File: src/rtl/disp_pkg.sv
`default_nettype none
// ============================================================================
// Module      : disp_pkg
// Description : Shared types and digit-packing constants for the display
//               arbiter slice.
// Revision    : 1.0 - initial release
// ============================================================================
package disp_pkg;

    localparam int DIGIT_W    = 4;
    localparam int NUM_DIGITS = 4;
    localparam int WORD_W     = DIGIT_W * NUM_DIGITS;

    // LSB of each digit field inside a packed 16-bit digit word
    localparam int DIG0_LSB = 0 * DIGIT_W;
    localparam int DIG1_LSB = 1 * DIGIT_W;
    localparam int DIG2_LSB = 2 * DIGIT_W;
    localparam int DIG3_LSB = 3 * DIGIT_W;

    typedef logic [WORD_W-1:0] word_t;

    typedef enum logic [0:0] {
        S_BASE = 1'b0,
        S_HOLD = 1'b1
    } state_t;

endpackage
`default_nettype wire

File: src/rtl/disp_if.sv
`default_nettype none
// ============================================================================
// Module      : disp_if
// Description : Request/ack and digit bus between display sources and the
//               display arbiter.
// Revision    : 1.0 - initial release
// ============================================================================
interface disp_if;
    import disp_pkg::*;

    word_t                base_val;
    logic                 req0;
    word_t                data0;
    logic                 ack0;
    logic                 req1;
    word_t                data1;
    logic                 ack1;
    logic                 ovl_active;
    logic [DIGIT_W-1:0]   val0;
    logic [DIGIT_W-1:0]   val1;
    logic [DIGIT_W-1:0]   val2;
    logic [DIGIT_W-1:0]   val3;

    modport master (
        output base_val, req0, data0, req1, data1,
        input  ack0, ack1, ovl_active, val0, val1, val2, val3
    );

    modport slave (
        input  base_val, req0, data0, req1, data1,
        output ack0, ack1, ovl_active, val0, val1, val2, val3
    );

endinterface
`default_nettype wire

File: src/rtl/disp_hold_timer.sv
`default_nettype none
// ============================================================================
// Module      : disp_hold_timer
// Description : Overlay hold counter; flags the last cycle of a hold period.
// Revision    : 1.0 - initial release
// ============================================================================
module disp_hold_timer #(
    parameter int HOLD_CYCLES = 50_000_000,
    parameter int CNT_W       = 26
) (
    input  wire logic clk,
    input  wire logic reset,
    input  wire logic i_clear,
    input  wire logic i_enable,
    output logic      o_expired
);

    localparam logic [CNT_W-1:0] c_LAST = CNT_W'(HOLD_CYCLES - 1);
    localparam logic [CNT_W-1:0] c_ONE  = CNT_W'(1);

    logic [CNT_W-1:0] r_count;

    // Held at zero whenever disabled, so the count never wraps
    always_ff @(posedge clk or posedge reset) begin
        if (reset) begin
            r_count <= '0;
        end else if (i_clear || !i_enable) begin
            r_count <= '0;
        end else begin
            r_count <= r_count + c_ONE;
        end
    end

    assign o_expired = i_enable && (r_count == c_LAST);

endmodule
`default_nettype wire

File: src/rtl/disp_arbiter.sv
`default_nettype none
// ============================================================================
// Module      : disp_arbiter
// Description : Shares the 4-digit display between a base source and two
//               round-robin overlay requesters with a fixed hold time.
// Revision    : 1.0 - initial release
// ============================================================================
module disp_arbiter
    import disp_pkg::*;
#(
    parameter int HOLD_CYCLES = 50_000_000,
    parameter int CNT_W       = 26
) (
    input  wire logic clk,
    input  wire logic reset,
    disp_if.slave     bus
);

    state_t r_state;
    state_t w_state_nxt;
    word_t  r_val;
    word_t  w_val_nxt;
    word_t  r_ovl;
    word_t  w_data_sel;
    logic   r_ack0;
    logic   r_ack1;
    logic   r_last;
    logic   w_elig0;
    logic   w_elig1;
    logic   w_sel;
    logic   w_grant;
    logic   w_expired;
    logic   w_hold;

    // A requester is never eligible in its own ack cycle
    assign w_elig0    = bus.req0 & ~r_ack0;
    assign w_elig1    = bus.req1 & ~r_ack1;
    assign w_sel      = (w_elig0 & w_elig1) ? ~r_last : w_elig1;
    assign w_data_sel = w_sel ? bus.data1 : bus.data0;
    assign w_hold     = (r_state == S_HOLD);

    disp_hold_timer #(
        .HOLD_CYCLES (HOLD_CYCLES),
        .CNT_W       (CNT_W)
    ) u_hold_timer (
        .clk       (clk),
        .reset     (reset),
        .i_clear   (w_grant | w_expired),
        .i_enable  (w_hold),
        .o_expired (w_expired)
    );

    always_ff @(posedge clk or posedge reset) begin
        if (reset) begin
            r_state <= S_BASE;
        end else begin
            r_state <= w_state_nxt;
        end
    end

    always_comb begin
        w_grant     = 1'b0;
        w_state_nxt = r_state;
        w_val_nxt   = bus.base_val;
        case (r_state)
            S_BASE: begin
                w_grant = w_elig0 | w_elig1;
            end
            S_HOLD: begin
                if (w_expired) begin
                    w_grant = w_elig0 | w_elig1;
                    if (!w_grant) begin
                        w_state_nxt = S_BASE;
                    end
                end else begin
                    // Retrigger only by the owner, and only when the other side is idle
                    w_grant = r_last ? (w_elig1 & ~w_elig0) : (w_elig0 & ~w_elig1);
                end
            end
            default: begin
                w_state_nxt = S_BASE;
            end
        endcase

        if (w_grant) begin
            w_state_nxt = S_HOLD;
            w_val_nxt   = w_data_sel;
        end else if (w_state_nxt == S_HOLD) begin
            w_val_nxt   = r_ovl;
        end
    end

    always_ff @(posedge clk or posedge reset) begin
        if (reset) begin
            r_val  <= '0;
            r_ovl  <= '0;
            r_ack0 <= 1'b0;
            r_ack1 <= 1'b0;
            r_last <= 1'b1;
        end else begin
            r_val  <= w_val_nxt;
            r_ack0 <= w_grant & ~w_sel;
            r_ack1 <= w_grant &  w_sel;
            if (w_grant) begin
                r_ovl  <= w_data_sel;
                r_last <= w_sel;
            end
        end
    end

    assign bus.val0       = r_val[DIG0_LSB +: DIGIT_W];
    assign bus.val1       = r_val[DIG1_LSB +: DIGIT_W];
    assign bus.val2       = r_val[DIG2_LSB +: DIGIT_W];
    assign bus.val3       = r_val[DIG3_LSB +: DIGIT_W];
    assign bus.ack0       = r_ack0;
    assign bus.ack1       = r_ack1;
    assign bus.ovl_active = w_hold;

endmodule
`default_nettype wire

File: src/flat_wrapper.sv
// flat-port wrapper written by rule: the top's interface ports become plain ports
module disp_arbiter_flat import disp_pkg::*;
#(
    parameter int HOLD_CYCLES = 50_000_000,
    parameter int CNT_W       = 26
)
  (clk, reset, bus_base_val, bus_req0, bus_data0, bus_req1, bus_data1, bus_ack0, bus_ack1, bus_ovl_active, bus_val0, bus_val1, bus_val2, bus_val3);
  disp_if bus_i ();
  input  wire logic clk;
  input  wire logic reset;
  input wire logic [$bits(bus_i.base_val)-1:0] bus_base_val;
  input wire logic [$bits(bus_i.req0)-1:0] bus_req0;
  input wire logic [$bits(bus_i.data0)-1:0] bus_data0;
  input wire logic [$bits(bus_i.req1)-1:0] bus_req1;
  input wire logic [$bits(bus_i.data1)-1:0] bus_data1;
  output wire logic [$bits(bus_i.ack0)-1:0] bus_ack0;
  output wire logic [$bits(bus_i.ack1)-1:0] bus_ack1;
  output wire logic [$bits(bus_i.ovl_active)-1:0] bus_ovl_active;
  output wire logic [$bits(bus_i.val0)-1:0] bus_val0;
  output wire logic [$bits(bus_i.val1)-1:0] bus_val1;
  output wire logic [$bits(bus_i.val2)-1:0] bus_val2;
  output wire logic [$bits(bus_i.val3)-1:0] bus_val3;
  assign bus_i.base_val = bus_base_val;
  assign bus_i.req0 = bus_req0;
  assign bus_i.data0 = bus_data0;
  assign bus_i.req1 = bus_req1;
  assign bus_i.data1 = bus_data1;
  assign bus_ack0 = bus_i.ack0;
  assign bus_ack1 = bus_i.ack1;
  assign bus_ovl_active = bus_i.ovl_active;
  assign bus_val0 = bus_i.val0;
  assign bus_val1 = bus_i.val1;
  assign bus_val2 = bus_i.val2;
  assign bus_val3 = bus_i.val3;
  disp_arbiter #(.HOLD_CYCLES(HOLD_CYCLES), .CNT_W(CNT_W)) u_core (.clk(clk), .reset(reset), .bus(bus_i));
endmodule
File: config.mk
export PLATFORM = sky130hd
export DESIGN_NAME = disp_arbiter_flat
export DESIGN_NICKNAME = d
export VERILOG_FILES = /design/src/rtl/disp_pkg.sv /design/src/rtl/disp_if.sv /design/src/rtl/disp_hold_timer.sv /design/src/rtl/disp_arbiter.sv /design/src/flat_wrapper.sv
export SDC_FILE = /design/constraint.sdc
export NUM_CORES = 1
export LEC_CHECK = 0
export ABC_AREA = 0
export CORE_UTILIZATION = 35
export CTS_CLUSTER_SIZE = 14
export DETAILED_ROUTE_END_ITERATION = 10
export PLACE_DENSITY = 0.66
export SKIP_LAST_GASP = 1
export SLEW_MARGIN = 20
export SYNTH_ARGS = -nofsm -noshare
export SYNTH_HDL_FRONTEND = slang
export SYNTH_SLANG_ARGS = --single-unit
File: constraint.sdc
create_clock -name clk -period 6.1 [get_ports clk]
set_input_delay 0.61 -clock clk [delete_from_list [all_inputs] [get_ports clk]]
set_output_delay 0.61 -clock clk [all_outputs]
set_load 0.02 [all_outputs]
Yosys cells after proc, flatten, opt, wreduce, memory -nomap -nowiden
Cells that the tools add are included.
- register bits after elaboration: 62
- bits of input ports: 52
- output and inout port bits: 19
- logic and storage cells: 40
- add/sub/neg operators: 1
- equality and inequality tests: 1
- mux-type cells: 12
- bitwise logic cells: 16
- reduce and logical (&&, ||, !) cells: 3
- operator list (operator ; count):
    two-way mux 16 bit ; 3
    adder 26 x 1 -> 26 bit, second input constant ; 1
    == test 26 bit, second input constant ; 1
    two-way mux 26 bit ; 1
    AND 1 bit ; 7
    two-way mux 1 bit ; 7
    NOT 1 bit ; 7
    OR 1 bit ; 2
    case mux 1 bit (2 select lines) ; 1
    logical AND 1 bit ; 1
    zero test 1 bit ; 1
    logical OR 1 bit ; 1

Depth between registers and ports, before layout
- word-level depth: 10
- depth in mapped cells: 8
- gate-level depth less buffers: 6

Cells and area by module
From an unflattened synthesis, not the netlist that was laid out.
- cell total of the unflattened synthesis: 323
- area, all modules: 3299.4 um^2
- modules (own cells, without submodules) (module ; times used ; cells each ; area each (um^2) ; sequential area each (um^2)):
    disp_arbiter ; 1 ; 176 ; 1883.1 ; 902.1
    disp_hold_timer ; 1 ; 147 ; 1416.4 ; 650.6

Least setup slack after synthesis
OpenSTA, ideal clock, no wires.
- kind: reg2reg
- from: register u_core.u_hold_timer.r_count[0]
- to: register u_core.r_val[10]
- setup time: 0.123 ns
- data arrival time: 1.942 ns
- data required time: 5.977 ns
- setup slack: 4.035 ns
- stages on the path, launching flop included: 8
- path buffers: 1
- clock period less this slack: 2.065 ns
- cell sequence: dfrtp_1 ha_1 nand4_2 or4_4 o21ai_1 nand3_2 buf_6 o221a_2
- longest elaborated chain between the ends: 6
- ends and longest elaborated chain (what ; line ; source):
    start: declaration ; disp_hold_timer.sv:21 ; logic [CNT_W-1:0] r_count;
    start signal: assignment ; disp_hold_timer.sv:30 ; r_count <= r_count + c_ONE;
    == test 26 bit * ; disp_hold_timer.sv:34 ; assign o_expired = i_enable && (r_count == c_LAST);
    logical AND 1 bit * ; disp_hold_timer.sv:34 ;
    two-way mux 1 bit ; disp_arbiter.sv:70 ; if (w_expired) begin
    two-way mux 1 bit ; disp_arbiter.sv:65 ; case (r_state)
    two-way mux 16 bit ; disp_arbiter.sv:88 ; end else if (w_state_nxt == S_HOLD) begin
    two-way mux 16 bit * ; disp_arbiter.sv:85 ; if (w_grant) begin
    via u_core.w_val_nxt[10] ; disp_arbiter.sv:22 ; word_t w_val_nxt;
    end signal: assignment ; disp_arbiter.sv:101 ; r_val <= w_val_nxt;
    end: declaration ; disp_arbiter.sv:21 ; word_t r_val;
Mark *: on every way through the listed nets, which the timed path passes. The rest lies on a longest branch.
A chain may end at the register's enable or synchronous reset.

Worst setup path after layout
- from: register u_core.u_hold_timer.r_count[0]
- to: register u_core.r_ovl[4]
- longest elaborated chain between the ends: 4
- ends and longest elaborated chain (what ; line ; source):
    == test 26 bit ; disp_hold_timer.sv:34 ;
    logical AND 1 bit ; disp_hold_timer.sv:34 ;
    two-way mux 1 bit ; disp_arbiter.sv:70 ;
    case mux 1 bit (2 select lines) ; disp_arbiter.sv:65 ;
    end signal: assignment ; disp_arbiter.sv:105 ; r_ovl <= w_data_sel;
    end: declaration ; disp_arbiter.sv:23 ; word_t r_ovl;
No other way between the ends.

==> flow_metrics.tcl <==
set metrics [dict create \
    outcome "finished clean" \
    max-vdd-ir-drop_mv 0.146 \
    pwr-share-seq 0.381 \
    async_flop_share 1.00 \
    power_frac_comb 0.379 \
    num-fill-cells 732 \
    r2r_setup_slack_ps 3450 \
    critPathKind "flop to flop" \
    routedWlPerCell_um 14.9 \
    area_growth_pct 33.5 \
    vias 2213 \
    synth_cell_types 35 \
    synth-seq-cells 62 \
    cts_buffers 9 \
    power.density_nw_per_um2 413 \
    grt_antenna_before_repair 0 \
    stdcell_area_um2 3890 \
    p_int_w 0.00108 \
    grt_pass1_wl_um 11400 \
    dpl.hpwl_um 4590 \
    routed_wl_um 6510 \
    swShare 0.329 \
    initial_utilization 0.370 \
    setup_viol 0 \
    path_clk_slew_ps 70 \
    dieArea_um2 8710 \
    postRouteAntennaNets 0 \
    rsz0062_at_grt "false" \
    grt_usage 0.172 \
    drtIter0Drc 85 \
    max_cap_violations 0 \
    crit_end "u_core.r_ovl[4]" \
    timing.final.crit_share 0.434 \
    worstPathRequired_ps 6380 \
    cts_max_path_buffers 2 \
    rows 32 \
    fp.dieH_um 93.3 \
    fmax_ghz 0.378 \
    first_pass_iters 5 \
    grt_max_degree 63 \
    layout_common_cells "70 x clkdlybuf4s50_1, 61 x dfrtp_1, 32 x nor2_1" \
    worst_pin_slew_ps 929 \
    grt_pass1_vias 2358 \
    layout_min_cycle_time_ps 2650 \
    cts_tree "built" \
    route.detailed.drc 0 \
    drive_above_1_share 0.125 \
    fp.dieW_um 93.3 \
    ios 71 \
    r2r-end "u_core.r_ovl[4]" \
    synth_edf_count 0 \
    cts_sinks 62 \
    r2r_start "u_core.u_hold_timer.r_count[0]" \
    ys.flop_type "dfrtp_1" \
    ff2ff_path_depth 6 \
    ctsHtreeMaxLevel 3 \
    holdWs_ps 482 \
    setup-tns-final_ps 0 \
    seq_area_frac_synth 0.532 \
    avgSynthCellArea_um2 11.2 \
    netlist_area_um2 2920 \
    clk_latency_ps 340 \
    hold_violations 0 \
    io_buffers 70 \
    fp.coreArea_um2 7890 \
    n_antenna_cell 0 \
    postPlaceCellArea_um2 3670 \
    nets 384 \
    start_kind "flop" \
    ctsResizeCount 0 \
    synth_nets 313 \
    yosysWarnings 0 \
    worstPathArrival_ps 2930 \
    grt_overflow_total 0 \
    drv_slew 0 \
    root_buffer "clkbuf_8" \
    p_leak_nw 1.66 \
    power.total_w 0.00161 \
    syn_inst 260 \
    ctsHoldBuffers 0 \
    switchingPower_w 0.000529 \
    layout_commonest_cell "clkdlybuf4s50_1" \
    final.setup_skew_ps 8.81 \
    cts_setup_buffers 0 \
    end_kind "flop" \
    hp-class "flop to flop" \
    startpoint "u_core.u_hold_timer.r_count[0]" \
    slew_headroom 0.379 \
    vias_per_cell 5.05 \
    gp_congestion 0.765 \
    clkPwrFrac 0.240 \
    crit_fanout 19 \
]
[power by group through the flow]
stage,clock network [W],logic (W),registers [W]
final,0.000386,0.000609,0.000612
after global routing,0.000420,0.000664,0.000627
after floorplan,0,0.000345,0.000681
after global placement,0,0.000607,0.000616
after CTS,0.000398,0.000619,0.000613
after detailed placement,0,0.000616,0.000619
[synth_stat cells, types with 4 or more instances]
master / instances / share of area
xor2_1: 14 / 0.042
dfrtp_1: 61 / 0.52
o21a_1: 16 / 0.041
inv_1: 5 / 0.0064
buf_2: 4 / 0.0069
nor3_1: 5 / 0.0086
o221a_2: 16 / 0.062
nand2_1: 10 / 0.013
buf_6: 5 / 0.019
nand4_1: 4 / 0.0086
nor2_1: 32 / 0.041
xnor2_1: 10 / 0.030
and3_1: 7 / 0.015
mux2i_1: 16 / 0.055
nand3_1: 28 / 0.048
[worst max-delay path: stages (launching register included)]
cell and delay (ps):
dfrtp_1 380, ha_1 220, nand4_2 200, or4_4 480, o211ai_4 500, and2_1 610
o21a_1 180
[layer usage]
metal | up-vias | wire, um | track usage
li1 | 1069 | - | -
met1 | 1077 | 2860 | 0.209
met2 | 56 | 3240 | 0.289
met3 | 11 | 312 | 0.0520
met4 | 0 | 100 | 0.0564
met5 | - | 0 | 0
[stage by stage]
stage	setup slack, ps	std cells	util
after floorplan	3950	260	-
after global placement	3360	422	0.465
after detailed placement	3330	422	0.465
after CTS	3430	438	0.492
after global routing	3220	438	0.494
final	3450	438	0.494
[layout make-up]
cell class	instances	area (um^2)	area share
clock buffer	10	128	0.0328
clock inverter	6	86.3	0.0222
inverter	5	18.8	0.00482
multi-input combinational	181	1270	0.325
sequential	62	1550	0.399
tap	102	128	0.0328
timing repair buffer	72	716	0.184
[sequential cells by signal (all words and copies together), names as in the netlist]
name and cells:
u_core.u_hold_timer.r_count 26, u_core.r_ovl 16, u_core.r_val 16, u_core.bus.ack0 1, u_core.bus.ack1 1, u_core.bus.ovl_active 1
u_core.r_last 1
[worst min-delay path by stage]
stage / from / to / depth (start not counted)
finish: u_core.u_hold_timer.r_count[0] / u_core.u_hold_timer.r_count[0] / 1
CTS: u_core.u_hold_timer.r_count[0] / u_core.u_hold_timer.r_count[0] / 1
floorplan: u_core.u_hold_timer.r_count[0] / u_core.u_hold_timer.r_count[0] / 1
global placement: u_core.u_hold_timer.r_count[0] / u_core.u_hold_timer.r_count[0] / 1
detailed placement: u_core.r_ovl[15] / u_core.r_ovl[15] / 1
global route: u_core.r_ovl[15] / u_core.r_ovl[15] / 1
[kinds of logic (layout without fill, tap and decap cells)]
family	after synthesis	count (layout)	share of synthesized area
fa+ha+maj	1	1	0.00429
flops	62	62	0.532
mux	16	16	0.0549
simple gates	103	103	0.181
xor+xnor	24	24	0.0720
buf+inv	17	93	0.0377
compound gates	37	37	0.118
No activity file was read; power rests on OpenSTA's default activity.
